--- config.mk ---
export PLATFORM = sky130hd
export DESIGN_NAME = accum_ctrl
export DESIGN_NICKNAME = d
export VERILOG_FILES = /design/src/rtl/accum_pkg.sv /design/src/rtl/accum_reg.sv /design/src/rtl/accum_ctrl.sv
export SDC_FILE = /design/constraint.sdc
export NUM_CORES = 1
export LEC_CHECK = 0
export ABC_CLOCK_PERIOD_IN_PS = 4200
export CORE_MARGIN = 2
export CORE_UTILIZATION = 60
export CTS_BUF_LIST = sky130_fd_sc_hd__clkbuf_4 sky130_fd_sc_hd__clkbuf_8 sky130_fd_sc_hd__clkbuf_16
export CTS_CLUSTER_DIAMETER = 200
export DETAILED_ROUTE_END_ITERATION = 8
export DONT_BUFFER_PORTS = 1
export GPL_ROUTABILITY_DRIVEN = 0
export PLACE_DENSITY_LB_ADDON = 0.12
export SETUP_SLACK_MARGIN = 0.5
export SYNTH_ARGS = -nofsm -noshare
export SYNTH_HDL_FRONTEND = slang
export SYNTH_SLANG_ARGS = --single-unit
export TNS_END_PERCENT = 50
--- constraint.sdc ---
create_clock -name clk -period 4.2 [get_ports clk]
set_input_delay 0.84 -clock clk [delete_from_list [all_inputs] [get_ports clk]]
set_output_delay 0.84 -clock clk [all_outputs]
set_load 0.01 [all_outputs]
--- src/rtl/accum_pkg.sv ---
// Shared definitions for the accumulator sequencer: default widths, opcode
// values and FSM state encoding.
package accum_pkg;

  localparam int DEF_WIDTH = 16;
  localparam int DEF_OPW   = 4;

  localparam logic [DEF_OPW-1:0] OP_NOP  = 4'd0;
  localparam logic [DEF_OPW-1:0] OP_LOAD = 4'd1;
  localparam logic [DEF_OPW-1:0] OP_ADD  = 4'd2;
  localparam logic [DEF_OPW-1:0] OP_SUB  = 4'd3;
  localparam logic [DEF_OPW-1:0] OP_AND  = 4'd4;
  localparam logic [DEF_OPW-1:0] OP_OR   = 4'd5;
  localparam logic [DEF_OPW-1:0] OP_XOR  = 4'd6;
  localparam logic [DEF_OPW-1:0] OP_CLR  = 4'd7;
  localparam logic [DEF_OPW-1:0] OP_MUL  = 4'd8;

  typedef enum logic [1:0] {
    S_IDLE = 2'd0,
    S_EXEC = 2'd1,
    S_MUL  = 2'd2,
    S_DONE = 2'd3
  } state_e;

endpackage

--- src/rtl/accum_reg.sv ---
// Accumulator storage: a W-bit register with synchronous clear and load enable.
module accum_reg #(
  parameter int W = 16
) (
  input  logic         clk,
  input  logic         rst,
  input  logic         en,
  input  logic [W-1:0] d,
  output logic [W-1:0] q
);

  logic [W-1:0] q_q;
  logic [W-1:0] q_d;

  always_comb begin
    q_d = q_q;
    if (en) q_d = d;
  end

  always_ff @(posedge clk) begin
    if (rst) q_q <= '0;
    else     q_q <= q_d;
  end

  assign q = q_q;

endmodule

--- src/rtl/accum_ctrl.sv ---
// Command sequencer for the accumulator: accepts one ALU command per handshake,
// runs single-cycle ops in EXEC and MUL as a WIDTH-cycle shift-add loop.
module accum_ctrl
  import accum_pkg::*;
#(
  parameter int WIDTH = DEF_WIDTH,
  parameter int OPW   = DEF_OPW
) (
  input  logic             clk,
  input  logic             rst,
  input  logic             cmd_valid,
  output logic             cmd_ready,
  input  logic [OPW-1:0]   cmd_op,
  input  logic [WIDTH-1:0] cmd_data,
  input  logic             abort,
  output logic [WIDTH-1:0] acc_q,
  output logic             ovf,
  output logic             busy,
  output logic             done
);

  localparam int CW = $clog2(WIDTH) + 1;

  state_e             state_q, state_d;
  logic [OPW-1:0]     op_q, op_d;
  logic [WIDTH-1:0]   b_q, b_d;
  logic [2*WIDTH-1:0] mcand_q, mcand_d;
  logic [WIDTH-1:0]   mplier_q, mplier_d;
  logic [2*WIDTH-1:0] prod_q, prod_d;
  logic [CW-1:0]      cnt_q, cnt_d;
  logic               ovf_q, ovf_d;

  logic               acc_en;
  logic [WIDTH-1:0]   acc_d;
  logic [WIDTH-1:0]   alu_res;
  logic               alu_ovf;
  logic [WIDTH-1:0]   sum_w;
  logic [WIDTH-1:0]   diff_w;
  logic [2*WIDTH-1:0] prod_step;
  logic               is_mul;
  logic               mul_last;

  assign is_mul   = (op_q == OPW'(OP_MUL));
  assign mul_last = (cnt_q == CW'(WIDTH - 1));

  accum_reg #(.W(WIDTH)) u_acc (
    .clk (clk),
    .rst (rst),
    .en  (acc_en),
    .d   (acc_d),
    .q   (acc_q)
  );

  // State and datapath registers
  always_ff @(posedge clk) begin
    if (rst) begin
      state_q  <= S_IDLE;
      op_q     <= '0;
      b_q      <= '0;
      mcand_q  <= '0;
      mplier_q <= '0;
      prod_q   <= '0;
      cnt_q    <= '0;
      ovf_q    <= 1'b0;
    end else begin
      state_q  <= state_d;
      op_q     <= op_d;
      b_q      <= b_d;
      mcand_q  <= mcand_d;
      mplier_q <= mplier_d;
      prod_q   <= prod_d;
      cnt_q    <= cnt_d;
      ovf_q    <= ovf_d;
    end
  end

  // Next-state logic; abort wins over completion in EXEC and MUL.
  always_comb begin
    state_d = state_q;
    case (state_q)
      S_IDLE: if (cmd_valid) state_d = S_EXEC;
      S_EXEC: begin
        if (abort)       state_d = S_IDLE;
        else if (is_mul) state_d = S_MUL;
        else             state_d = S_DONE;
      end
      S_MUL: begin
        if (abort)         state_d = S_IDLE;
        else if (mul_last) state_d = S_DONE;
      end
      S_DONE:  state_d = S_IDLE;
      default: state_d = S_IDLE;
    endcase
  end

  // Single-cycle ALU with signed overflow detection for ADD/SUB.
  always_comb begin
    sum_w   = acc_q + b_q;
    diff_w  = acc_q - b_q;
    alu_res = acc_q;
    alu_ovf = 1'b0;
    case (op_q)
      OPW'(OP_LOAD): alu_res = b_q;
      OPW'(OP_ADD): begin
        alu_res = sum_w;
        alu_ovf = (acc_q[WIDTH-1] == b_q[WIDTH-1]) && (sum_w[WIDTH-1] != acc_q[WIDTH-1]);
      end
      OPW'(OP_SUB): begin
        alu_res = diff_w;
        alu_ovf = (acc_q[WIDTH-1] != b_q[WIDTH-1]) && (diff_w[WIDTH-1] != acc_q[WIDTH-1]);
      end
      OPW'(OP_AND): alu_res = acc_q & b_q;
      OPW'(OP_OR):  alu_res = acc_q | b_q;
      OPW'(OP_XOR): alu_res = acc_q ^ b_q;
      OPW'(OP_CLR): alu_res = '0;
      default:      alu_res = acc_q;
    endcase
  end

  // Command latch, shift-add multiplier and accumulator write control.
  always_comb begin
    op_d      = op_q;
    b_d       = b_q;
    mcand_d   = mcand_q;
    mplier_d  = mplier_q;
    prod_d    = prod_q;
    cnt_d     = cnt_q;
    ovf_d     = ovf_q;
    acc_en    = 1'b0;
    acc_d     = acc_q;
    prod_step = prod_q + (mplier_q[0] ? mcand_q : '0);
    case (state_q)
      S_IDLE: begin
        if (cmd_valid) begin
          op_d = cmd_op;
          b_d  = cmd_data;
        end
      end
      S_EXEC: begin
        if (!abort) begin
          if (is_mul) begin
            mcand_d  = {{WIDTH{1'b0}}, acc_q};
            mplier_d = b_q;
            prod_d   = '0;
            cnt_d    = '0;
          end else begin
            acc_en = 1'b1;
            acc_d  = alu_res;
            ovf_d  = alu_ovf;
          end
        end
      end
      S_MUL: begin
        if (!abort) begin
          prod_d   = prod_step;
          mcand_d  = mcand_q << 1;
          mplier_d = mplier_q >> 1;
          cnt_d    = cnt_q + CW'(1);
          if (mul_last) begin
            acc_en = 1'b1;
            acc_d  = prod_step[WIDTH-1:0];
            ovf_d  = |prod_step[2*WIDTH-1:WIDTH];
          end
        end
      end
      default: ;
    endcase
  end

  // Status outputs decoded from the state alone.
  always_comb begin
    cmd_ready = (state_q == S_IDLE);
    busy      = (state_q != S_IDLE);
    done      = (state_q == S_DONE);
    ovf       = ovf_q;
  end

endmodule
==> metrics.cfg, run 1 <==
[outcome]
status = complete, no violations

[logic_synthesis]
mappedNetlistArea_um2 = 8930
yosysMostFrequentCell = nand2_1
synth.avg_cell_area_um2 = 7.61
synth-seq-area-share_pct = 27.8
synth_top_cell_area_share_pct = 27.8
ys_types = 68
synth_area_leaders = dfxtp_1, ha_1, a21oi_1, nand2_1, nor2_1
synth-seq-cells = 124
syn_nets = 1284
synthTopCellsByCount = nand2_1, a21oi_1, dfxtp_1, nor2_1, ha_1
syn_inst = 1173
synth_top_cell_by_area = dfxtp_1
postSynth.asyncResetShare_pct = 0
yosys_warnings = 0
synth_edf_count = 0
synth_top_flop_cell = dfxtp_1

[floorplan]
fp.dieW_um = 126
die_area_um2 = 15900
die_h_um = 126
fp-row-count = 44
core_um2 = 14500
io_pins = 44
start_util_pct = 61.4

[clocking]
cts_sinks = 124
cts_tree = built
htree_levels = 4
clockBufferDepth = 2
clk_pin_slew_ns = 0.06
cts_made_buffers = 17
cts-root-buf = clkbuf_16
clock_latency_ns = 0.44
cts_hold_buf = 0

[global_route]
grt_pass1_wl_um = 39200
overflow = 0
antenna_found_initial = 0
track_usage_pct = 30.3
first_global_vias = 7826
grt_max_degree = 107

[worst_setup_path]
reg2reg_to = u_acc.q[15]
cp_max_fo = 8
required_ns = 4.51
ff2ff_path_depth = 11
rrSetupSlack_ns = 0.62
cp.arrival_ns = 3.90
start_kind = register
r2r_start = u_acc.q[2]
worst_setup_path_end_kind = register
critPathKind = register to register

[route]
firstDrtPassIters = 5
top_layer = met4
drt-total-wl_um = 23600
ant_nets = 0
wl_met1_um = 11100
first_iter_violations = 600
wl_per_cell_um = 17.8
num_vias = 8195
wl_met2_um = 10700
vias_per_cell = 6.18
wl_met3_um = 1220
drc_errors = 0

[placed_design]
placed_cells = 1293
hpwl_um = 16500
pre_cts_ws_ns = 0.461
portBuffers = 0

[layout]
fin_cells = 1325
area_delta_synth_final_pct = 7.57
fin_nets = 1239
n_antenna_cell = 0
layout-drive-gt1-share_pct = 5.78
fill_cells = 1321

[sta]
slew_headroom_pct = 28.3
timing.final.crit_period_ns = 3.58
setup_viol = 0
max_freq_mhz = 279
rsz0062_at_grt = true
final-hold-violation-count = 0
fin_crit_sh_pct = 85.3
worst_pin_slew_ns = 1.07
setup_slack_ns = 0.616
setup_tns_ns = 0
slew_viol_final = 0
skew_ns = 0.0119

[min_path]
worstHoldEndpoint = mplier_q[15]
hp-start = mplier_q[15]
hold_path_class = register to register
whs_path_depth = 2

[pwr]
peakVddDrop_uv = 403
p_leak_nw = 3.62
power_density_nw_per_um2 = 324

[job]
drv_cap = 0

## flip-flops by register name (all words and copies together) (netlist names)
name and cells:
ovf 1, mplier_q 16, op_q 4, mcand_q 32
b_q 16, state_q 2, cnt_q 5, u_acc.q 16
prod_q 32
## power by group
part | internal [mW] | leakage (nW) | switching, mW
sequential | 1.20 | 1.01 | 0.0474
combinational | 0.133 | 2.32 | 0.225
clock | 0.849 | 0.292 | 0.654
total | 2.19 | 3.62 | 0.927
## cell type report
cell class / instances / area, um2 / share of cell area [%]
multi-input combinational: 923 / 6020 / 62.7
sequential: 124 / 2490 / 25.9
clock buffer: 17 / 425 / 4.43
tap: 184 / 230 / 2.40
inverter: 53 / 199 / 2.07
clock inverter: 15 / 169 / 1.76
timing repair buffer: 9 / 67.6 / 0.703
## through the flow
stage | hold WS, ns | util [%] | instance area, um2 | total power [mW]
6_report | 0.452 | 66.1 | 9610 | 3.11
3_3_place_gp | 0.440 | 61.8 | 8980 | 1.62
2_1_floorplan | 0.432 | - | 8930 | 1.55
5_1_grt | 0.466 | 66.1 | 9610 | 3.23
4_1_cts | 0.455 | 65.9 | 9580 | 3.11
3_5_place_dp | 0.446 | 61.8 | 8980 | 1.63
## layer usage
metal  global-route usage, %  up-vias
li1                        -     4075
met1                    41.0     3836
met2                    48.1      241
met3                    5.69       43
met4                    11.4        0
met5                       0        -
## cell usage in the layout (no fill, tap or decap), drive strengths merged, types with 9 or more instances in the layout
cell type / synthesis / layout
nor2b: 13 / 13
nand2b: 11 / 11
a31oi: 14 / 14
nand2: 144 / 144
buf: 6 / 9
mux2i: 37 / 37
clkbuf: 67 / 17
dfxtp: 124 / 124
a211oi: 47 / 47
a21o: 17 / 17
xor2: 15 / 15
xnor2: 25 / 25
nor3: 18 / 18
a22oi: 19 / 19
o21ai: 51 / 51
nand3: 19 / 19
inv: 53 / 63
and2: 35 / 35
nor2: 121 / 121
ha: 84 / 84
a21oi: 131 / 131
## worst max-delay path: stages, from the launching register on
cell	delay [ns]
dfxtp_1	0.52
inv_1	0.08
ha_1	0.42
a221oi_2	0.38
nor2_1	0.14
or4b_4	0.54
a2111o_1	0.47
o2111ai_1	0.16
a31oi_1	0.16
xor2_1	0.18
a311oi_1	0.32
a211oi_1	0.08
## repair_timing
action | CTS | global route
gates cloned | 0 | 0
resized for setup | 3 | 10
pin swaps | 0 | 1
setup endpoints to repair | 2 | 3
hold endpoints to repair | 0 | 0
setup buffers | 0 | 0
## logic make-up (layout without fill, tap and decap cells)
| kind of cell | after synthesis | count (layout) | share of synthesized area [%] |
|---|---|---|---|
| muxes | 38 | 38 | 4.27 |
| xor gates and xnor gates | 40 | 40 | 3.92 |
| and+or+nand+nor | 401 | 401 | 20.6 |
| DFF | 124 | 124 | 27.8 |
| buffers and inverters | 126 | 94 | 5.34 |
| adders and majority gates | 87 | 87 | 12.4 |
| AOI/OAI and AO/OA | 357 | 357 | 25.6 |
## worst max-delay path by stage
stage,startpoint,slack (ns),depth (start not counted),to
finish,u_acc.q[2],0.62,11,u_acc.q[15]
global route,b_q[1],0.49,12,u_acc.q[15]
CTS,mplier_q[0],0.51,13,ovf
detailed placement,u_acc.q[1],0.46,12,ovf
global placement,u_acc.q[1],0.52,12,ovf
floorplan,u_acc.q[1],0.93,12,u_acc.q[15]
(Power assumes the default switching activity.)
==> inputs of run 2 (changes only) <==
Settings changed: CORE_UTILIZATION 60 to 36, SLEW_MARGIN from default to 20.
==> run 2 against run 1 <==
Compared with the run above: final area rose by 2.1%; core utilization down 26 points; critical path depth is 1 higher; critical path type unchanged; critical endpoint is now ovf; largest power group unchanged.
==> metrics.cfg, run 2 (same netlist as run 1, synthesis figures left out) <==
[placed_design]
placed_cells = 1441
portBuffers = 0
dpl-instance-area_um2 = 9210
hpwl_um = 19400

[route]
first_iter_violations = 483
drt-total-wl_um = 27100
wl_per_cell_um = 18.4
firstDrtPassIters = 5
vias_per_cell = 5.53
drc_errors = 0
ant_nets = 0
num_vias = 8148

[clocking]
cts-root-buf = clkbuf_16
cts_hold_buf = 0
cts_tree = built
clockBufferDepth = 2
htree_levels = 4
clk_pin_slew_ns = 0.07
clock_latency_ns = 0.44
cts_made_buffers = 17
cts_sinks = 124

[outcome]
status = complete, no violations

[layout]
largest_registers = mcand_q: 32 flops, prod_q: 32 flops
final_cell_mix = nand2_1, a21oi_1, nor2_1, dfxtp_1, ha_1
fin_nets = 1247
stdcell_area_um2 = 9810
layout_commonest_cell = nand2_1
n_antenna_cell = 0
layout-drive-gt1-share_pct = 6.09
area_delta_synth_final_pct = 9.85
finalCoreUtilization_pct = 40.3
fin_cells = 1473

[pwr]
peakVddDrop_uv = 301
finalPower_mw = 3.13
p_leak_nw = 3.65
swShare_pct = 31.5
power_density_nw_per_um2 = 319
p_sw_mw = 0.985
clock_power_share_pct = 48.1
pwr-share-comb_pct = 11.9
p_int_mw = 2.15
p_seq_share_pct = 40.1

[min_path]
hold_path_class = register to register
hp-start = prod_q[0]
whs_path_depth = 2
worstHoldEndpoint = prod_q[0]

[worst_setup_path]
critPathKind = register to register
worst-path-buf-inv = 1
cp.arrival_ns = 3.91
required_ns = 4.56
critPathMaxStageDelay_ns = 0.54
r2r_start = b_q[1]
crit_chain = inv_1, ha_1, or2_1, a221oi_2, nor2_1, or4b_4, a2111o_1, o2111ai_1, a21oi_1, nor3_1, o21ai_1, a31oi_1
reg2reg_to = ovf
rrSetupSlack_ns = 0.65
ff2ff_path_depth = 12
worst_setup_path_end_kind = register
path_delay_family = compound AO/OA/AOI/OAI gates
crit_path_top_delay_cell = or4b_4
start_kind = register
cp_max_fo = 6

[sta]
final-hold-violation-count = 0
timing.final.crit_period_ns = 3.55
max_freq_mhz = 282
worst_pin_slew_ns = 0.986
slew_viol_final = 0
setup_viol = 0
skew_ns = 0.0202
setup_tns_ns = 0
fin_crit_sh_pct = 84.5
rsz0062_at_grt = true
slew_headroom_pct = 34.1

[floorplan]
die_area_um2 = 26100
core_um2 = 24300
fp.dieW_um = 162
start_util_pct = 36.7
die_h_um = 162
io_pins = 44
fp-row-count = 57

[global_route]
overflow = 0
grt_max_degree = 107
track_usage_pct = 21.1
first_global_vias = 7659
antenna_found_initial = 0
grt_pass1_wl_um = 43000

[job]
drv_cap = 0

[run 2: per-layer routing]
layer | vias to the layer above | wire length, um | GRT usage [%]
met5 | - | 0 | 0
met4 | 0 | 587 | 6.86
met3 | 36 | 1540 | 5.26
met2 | 189 | 11600 | 31.3
met1 | 3840 | 13400 | 29.8
li1 | 4083 | - | -
[run 2: cell type report]
class / instances / area, um2
Timing Repair Buffer: 17 / 128
Sequential cell: 124 / 2490
Clock buffer: 17 / 425
Fill cell: 2539 / 14500
Clock inverter: 15 / 164
Tap cell: 324 / 405
Inverter: 53 / 199
Multi-Input combinational cell: 923 / 6000
[run 2: stage by stage]
stage	setup WS, ns	hold WS, ns
after global placement	0.467	0.436
final	0.651	0.452
after detailed placement	0.485	0.443
after floorplan	0.931	0.432
after CTS	0.507	0.454
after global routing	0.456	0.462
[run 2: worst max-delay path by stage]
stage                     start           to  slack [ns]  depth (start not counted)
floorplan            u_acc.q[1]  u_acc.q[15]        0.93                         12
global placement         b_q[1]          ovf        0.47                         12
detailed placement       b_q[1]          ovf        0.49                         12
CTS                 mplier_q[0]          ovf        0.51                         14
global route        mplier_q[0]          ovf        0.46                         14
finish                   b_q[1]          ovf        0.65                         12
[run 2: power groups by stage]
stage | logic, mW | registers, mW | clock network, mW
floorplan | 0.295 | 1.25 | 0
global route | 0.416 | 1.26 | 1.59
detailed placement | 0.367 | 1.28 | 0
CTS | 0.369 | 1.25 | 1.54
global placement | 0.365 | 1.28 | 0
finish | 0.371 | 1.25 | 1.51
[run 2: what timing repair did]
item	4_1_cts	5_1_grt
gates resized for setup	1	6
setup buffers	0	0
setup endpoints to repair	1	6
[run 2: worst min-delay path, cell delays in order, from the launching register on]
cell and delay, ns:
dfxtp_1 0.31, nand2_1 0.05, a21oi_1 0.05
